===== src/rtl/store_to_fetch_receiver.sv =====
// store_to_fetch_receiver: buffers redirect packets from the store stage and
// presents them one at a time to fetch, pulsing fetch_flush after each one
// fetch accepts.
// Optional feature: define STORE_TO_FETCH_SKID_EN for a two-entry buffer so a
// second packet can be taken while the first is presented; undefined gives a
// single-entry buffer.
module store_to_fetch_receiver #(
  parameter int ADDR_W = 64,
  parameter int MASK_W = 32,
  parameter int CNT_W  = 16
) (
  input  logic                     clk,
  input  logic                     reset,
  input  logic                     s2f_can_receive,
  input  logic [ADDR_W+MASK_W-1:0] s2f_data,
  output logic                     s2f_recv,
  input  logic                     fetch_ready,
  output logic                     redirect_valid,
  output logic [ADDR_W-1:0]        redirect_pc,
  output logic [MASK_W-1:0]        redirect_mask,
  output logic                     fetch_flush,
  output logic [CNT_W-1:0]         redirect_count,
  output logic                     protocol_err
);

`ifdef STORE_TO_FETCH_SKID_EN
  localparam int DEPTH = 2;
`else
  localparam int DEPTH = 1;
`endif
  localparam int DATA_W = ADDR_W + MASK_W;
  localparam int PTR_W  = (DEPTH > 1) ? $clog2(DEPTH) : 1;
  localparam int OCC_W  = $clog2(DEPTH + 1);
  localparam logic [PTR_W-1:0] LAST_PTR = PTR_W'(DEPTH - 1);
  localparam logic [OCC_W-1:0] FULL_OCC = OCC_W'(DEPTH);

  typedef enum logic [1:0] {S_IDLE, S_PRESENT, S_FLUSH} state_t;

  state_t            r_state;
  logic [OCC_W-1:0]  r_count;
  logic [PTR_W-1:0]  r_wr_ptr;
  logic [PTR_W-1:0]  r_rd_ptr;
  logic [DATA_W-1:0] r_mem [DEPTH];
  logic              r_valid;
  logic              r_flush;
  logic [ADDR_W-1:0] r_pc;
  logic [MASK_W-1:0] r_mask;
  logic [CNT_W-1:0]  r_redir_cnt;
  logic              r_err;
  logic              r_prev_can;
  logic              r_prev_recv;

  logic              w_push;
  logic              w_pop;
  logic [OCC_W-1:0]  w_count_next;
  logic [DATA_W-1:0] w_head;
  logic [PTR_W-1:0]  w_wr_ptr_inc;
  logic [PTR_W-1:0]  w_rd_ptr_inc;

  // Handshake, pop, next occupancy and the packet that would become the head.
  // When the buffer is empty the head is the packet being pushed right now,
  // which is what gives the one-cycle consume-to-present latency.
  always_comb begin
    w_push       = s2f_can_receive && (r_count < FULL_OCC) && !reset;
    w_pop        = (r_state == S_PRESENT) && fetch_ready;
    w_count_next = r_count + OCC_W'(w_push) - OCC_W'(w_pop);
    w_head       = (r_count == '0) ? s2f_data : r_mem[r_rd_ptr];
    w_wr_ptr_inc = (r_wr_ptr == LAST_PTR) ? '0 : r_wr_ptr + 1'b1;
    w_rd_ptr_inc = (r_rd_ptr == LAST_PTR) ? '0 : r_rd_ptr + 1'b1;
  end

  assign s2f_recv = w_push;

  // Packet storage; contents are don't-care until written, so no reset.
  always_ff @(posedge clk) begin
    if (w_push) begin
      r_mem[r_wr_ptr] <= s2f_data;
    end
  end

  // Occupancy and circular pointers.
  always_ff @(posedge clk) begin
    if (reset) begin
      r_count  <= '0;
      r_wr_ptr <= '0;
      r_rd_ptr <= '0;
    end else begin
      r_count <= w_count_next;
      if (w_push) r_wr_ptr <= w_wr_ptr_inc;
      if (w_pop)  r_rd_ptr <= w_rd_ptr_inc;
    end
  end

  // Presentation FSM with registered valid/flush/head and the saturating
  // accepted-redirect counter.
  always_ff @(posedge clk) begin
    if (reset) begin
      r_state     <= S_IDLE;
      r_valid     <= 1'b0;
      r_flush     <= 1'b0;
      r_pc        <= '0;
      r_mask      <= '0;
      r_redir_cnt <= '0;
    end else begin
      case (r_state)
        S_IDLE: begin
          r_flush <= 1'b0;
          if (w_count_next != '0) begin
            r_state <= S_PRESENT;
            r_valid <= 1'b1;
            r_pc    <= w_head[ADDR_W-1:0];
            r_mask  <= w_head[DATA_W-1:ADDR_W];
          end
        end
        S_PRESENT: begin
          if (fetch_ready) begin
            r_state <= S_FLUSH;
            r_valid <= 1'b0;
            r_flush <= 1'b1;
            if (r_redir_cnt != '1) r_redir_cnt <= r_redir_cnt + 1'b1;
          end
        end
        S_FLUSH: begin
          r_flush <= 1'b0;
          if (w_count_next != '0) begin
            r_state <= S_PRESENT;
            r_valid <= 1'b1;
            r_pc    <= w_head[ADDR_W-1:0];
            r_mask  <= w_head[DATA_W-1:ADDR_W];
          end else begin
            r_state <= S_IDLE;
          end
        end
        default: begin
          r_state <= S_IDLE;
          r_valid <= 1'b0;
          r_flush <= 1'b0;
        end
      endcase
    end
  end

  // Sticky error when the producer withdraws a packet that was never taken.
  always_ff @(posedge clk) begin
    if (reset) begin
      r_err       <= 1'b0;
      r_prev_can  <= 1'b0;
      r_prev_recv <= 1'b0;
    end else begin
      r_prev_can  <= s2f_can_receive;
      r_prev_recv <= w_push;
      if (r_prev_can && !s2f_can_receive && !r_prev_recv) r_err <= 1'b1;
    end
  end

  assign redirect_valid = r_valid;
  assign redirect_pc    = r_pc;
  assign redirect_mask  = r_mask;
  assign fetch_flush    = r_flush;
  assign redirect_count = r_redir_cnt;
  assign protocol_err   = r_err;

endmodule


===== config.mk =====
export PLATFORM = sky130hd
export DESIGN_NAME = store_to_fetch_receiver
export DESIGN_NICKNAME = d
export VERILOG_FILES = /design/src/rtl/store_to_fetch_receiver.sv
export SDC_FILE = /design/constraint.sdc
export NUM_CORES = 1
export LEC_CHECK = 0
export CAP_MARGIN = 10
export CORE_MARGIN = 3
export CORE_UTILIZATION = 60
export CTS_BUF_LIST = sky130_fd_sc_hd__clkbuf_16
export CTS_CLUSTER_DIAMETER = 120
export DETAILED_ROUTE_END_ITERATION = 8
export DONT_BUFFER_PORTS = 1
export PLACE_DENSITY_LB_ADDON = 0.15
export RECOVER_POWER = 25
export SLEW_MARGIN = 40
export SYNTH_ARGS = -nofsm -noshare
export SYNTH_HDL_FRONTEND = slang
export SYNTH_SLANG_ARGS = --single-unit
export TNS_END_PERCENT = 5

===== constraint.sdc =====
create_clock -name clk -period 12.9 [get_ports clk]
set_input_delay 3.225 -clock clk [delete_from_list [all_inputs] [get_ports clk]]
set_output_delay 3.225 -clock clk [all_outputs]
set_load 0.1 [all_outputs]

==> impl_metrics.json <==
{
  "synth_warnings": 0,
  "r2r_start": "r_count$_SDFF_PP0_",
  "power.total_uw": 1800,
  "required_ps": 9680,
  "period_share": 0.571,
  "power.density_mw_per_mm2": 200,
  "numPortBuffers": 0,
  "period_minus_slack_ps": 7370,
  "grt_pass1_vias": 4983,
  "dieHeight_um": 123,
  "antenna_found_initial": 0,
  "first_iter_violations": 329,
  "worst_pin_slew_ps": 829,
  "worst-path-buf-inv": 0,
  "use_met2": 0.342,
  "antenna_cells": 0,
  "seqPwrFrac": 0.619,
  "nets": 739,
  "ys_seq_elements": 216,
  "ioPinCount": 216,
  "cp-end-kind": "primary output",
  "p_comb_frac": 0.073,
  "clock_path_buffers": 3,
  "rows": 42,
  "seq_area_frac_synth": 0.647,
  "area_growth_pct": 10.6,
  "crit_family": "simple AND/OR/NAND/NOR gates",
  "drv_slew": 0,
  "grtUsageMet1": 0.268,
  "whs_path_depth": 2,
  "synthTopCellsByArea": "edfxtp_1, dfxtp_1, mux2i_1, a211oi_1, nor2_1",
  "hold_path_startpoint": "r_prev_can$_SDFF_PP0_",
  "p_switching_uw": 648,
  "leakage_uw": 0.00317,
  "cp_slowest_stage_delay_ps": 600,
  "htreeDepth": 1,
  "wire_per_inst_um": 20.9,
  "fmax_ghz": 0.136,
  "worstSetupPathDepth": 2,
  "grt_max_degree": 123,
  "root_buffer": "clkbuf_16",
  "synth-adder-area-share": 0.00153,
  "vias_per_cell": 6.07,
  "drc": 0,
  "regArea_mm2": 0.00543,
  "post_cts_buffers": 0,
  "p_int_uw": 1160,
  "synth_cell_type_count": 40,
  "vdd_drop_max_v": 0.000132,
  "synthArstFlopShare": 0,
  "postCtsHoldBufs": 0,
  "p_sw_frac": 0.359,
  "synth.area.mux_share": 0.120,
  "postCtsResizedCells": 0,
  "drt_wl_total_um": 17300,
  "die_area_mm2": 0.0151,
  "status": "complete, no violations",
  "setup_violations": 0,
  "syn_inst": 655,
  "syn_area_per_cell_um2": 12.5,
  "netlist_area_mm2": 0.00817,
  "arrival_ps": 4150,
  "fillers": 915,
  "clk_latency_ps": 490,
  "synth_top_area_cell": "edfxtp_1",
  "r2r_setup_slack_ps": 9150,
  "track_usage": 0.219,
  "clkSinkCount": 216,
  "die_w_um": 123,
  "tns_ps": 0,
  "synth_xor_area_frac": 0.00107,
  "pwr-share-clk": 0.307,
  "fin_skew_ps": 10.5,
  "drive_gt1_frac": 0.236,
  "core_mm2": 0.0133,
  "cts-buffers-inserted": 22,
  "min_to": "protocol_err$_SDFFE_PP0P_",
  "synth_fp_nets": 756,
  "multi_input_area_mm2": 0.00267,
  "synth_top_family_by_area": "multiplexers",
  "max_slew_margin": 0.447,
  "busiest_layer": "met2",
  "clk_pin_slew_ps": 60,
  "vias": 5026,
  "crit_slowest_cell": "nor2_4",
  "use_met3": 0.103,
  "dp.final_hpwl_um": 11100,
  "grt_setup_unrepaired": "false",
  "grt_pass1_wl_um": 26400,
  "drv_cap": 0,
  "worstPathCellList": "nand2b_1, nor2_4",
  "reg2reg_depth": 6,
  "path_max_fanout": 122,
  "first_pass_iters": 4,
  "synth_compound_area_frac": 0.114,
  "synthSimpleGateAreaFrac": 0.0870,
  "cts_tree": "built",
  "hold_violations": 0,
  "crit_type": "primary input to primary output",
  "min_path_type": "flop to flop",
  "synth_ff_type": "dfxtp_1",
  "initial_core_util": 0.615,
  "yosysTopAreaCellShare": 0.353,
  "cp-start-kind": "primary input",
  "r2r-end": "redirect_mask[23]$_SDFFE_PP0P_",
  "overflow": 0,
  "place_congestion": 0.801,
  "synth-edff-count": 96,
  "antenna_left": 0
}
==> how the worst max path moves through the flow <==
stage / startpoint / to / slack [ps]
4_1_cts: reset / s2f_recv / 5560
2_1_floorplan: reset / s2f_recv / 1060
5_1_grt: reset / s2f_recv / 5500
6_report: reset / s2f_recv / 5530
3_5_place_dp: reset / s2f_recv / 5560
3_3_place_gp: reset / s2f_recv / 5560
==> Yosys cell counts, types with 2 or more instances <==
master,instances
o21ai_0,3
edfxtp_1,96
o31ai_1,6
buf_1,8
buf_2,20
dfxtp_1,120
nor4_2,2
nor2_1,115
a21oi_1,13
nand2_1,4
inv_1,4
mux2i_1,96
nand2b_1,2
nand3_1,7
a211oi_1,99
or4b_1,2
nor4_1,2
or4_1,5
o41ai_1,3
nand4_1,5
nor2b_1,3
a31oi_1,2
clkbuf_1,21
==> power groups by stage <==
stage	sequential, uW	combinational, uW	clock [uW]
after floorplan	1100	127	0
after global placement	1120	127	0
after detailed placement	1130	134	0
after CTS	1120	134	566
after global routing	1120	151	594
final	1120	132	554
==> logic make-up after synthesis <==
logic type               count (synthesis)
adder cells (fa/ha/maj)                  1
flip-flops                             216
AND/OR/NAND/NOR                        156
multiplexers                            98
buffers and inverters                   54
XOR/XNOR                                 1
AO/OA/AOI/OAI                          129
==> layer usage <==
| layer | vias up | part of all wire |
|---|---|---|
| met3 | 31 | 0.11 |
| li1 | 2431 | - |
| met4 | 0 | 0.026 |
| met5 | - | 0 |
| met1 | 2382 | 0.39 |
| met2 | 182 | 0.47 |
==> metrics by stage <==
step	instance area (um2)	hold slack, ps	cells	utilization	worst slack (ps)
6_report	9030	464	828	0.679	5530
5_1_grt	9030	529	828	0.679	5500
4_1_cts	9030	471	827	0.679	5560
3_5_place_dp	8400	455	789	0.632	5560
3_3_place_gp	8250	446	789	0.621	5560
2_1_floorplan	8170	433	655	-	1060
==> final cells by class <==
class	instances	share of cell area
clock inverters	15	0.00623
repair buffers	9	0.00748
clock buffers	23	0.0637
inverters	4	0.00166
multi-input cells	385	0.295
well taps	176	0.0244
flip-flops and latches	216	0.601
==> state kept, by name, indices dropped and copies added, names as in the netlist <==
| register | flops |
|---|---|
| protocol_err | 1 |
| redirect_count | 16 |
| r_mem | 96 |
| r_count | 1 |
| r_prev_recv | 1 |
| r_prev_can | 1 |
| redirect_valid | 1 |
| redirect_mask | 32 |
| redirect_pc | 64 |
| fetch_flush | 1 |
| r_state | 2 |
==> cells in the final DEF (no fill, tap or decap), drive strengths merged, types with 2 or more instances in the layout <==
| cell | instances |
|---|---|
| mux2 | 2 |
| nand3 | 7 |
| and4 | 2 |
| dfxtp | 120 |
| a31oi | 2 |
| nand2b | 2 |
| o21ai | 3 |
| mux2i | 96 |
| nor2 | 115 |
| nor4 | 4 |
| inv | 17 |
| clkbuf | 24 |
| or4b | 2 |
| o31ai | 6 |
| edfxtp | 96 |
| nand4 | 6 |
| clkinv | 2 |
| o41ai | 3 |
| nor2b | 3 |
| buf | 8 |
| a21oi | 13 |
| nand2 | 4 |
| or4 | 6 |
| a211oi | 99 |
(Power assumes the default switching activity.)
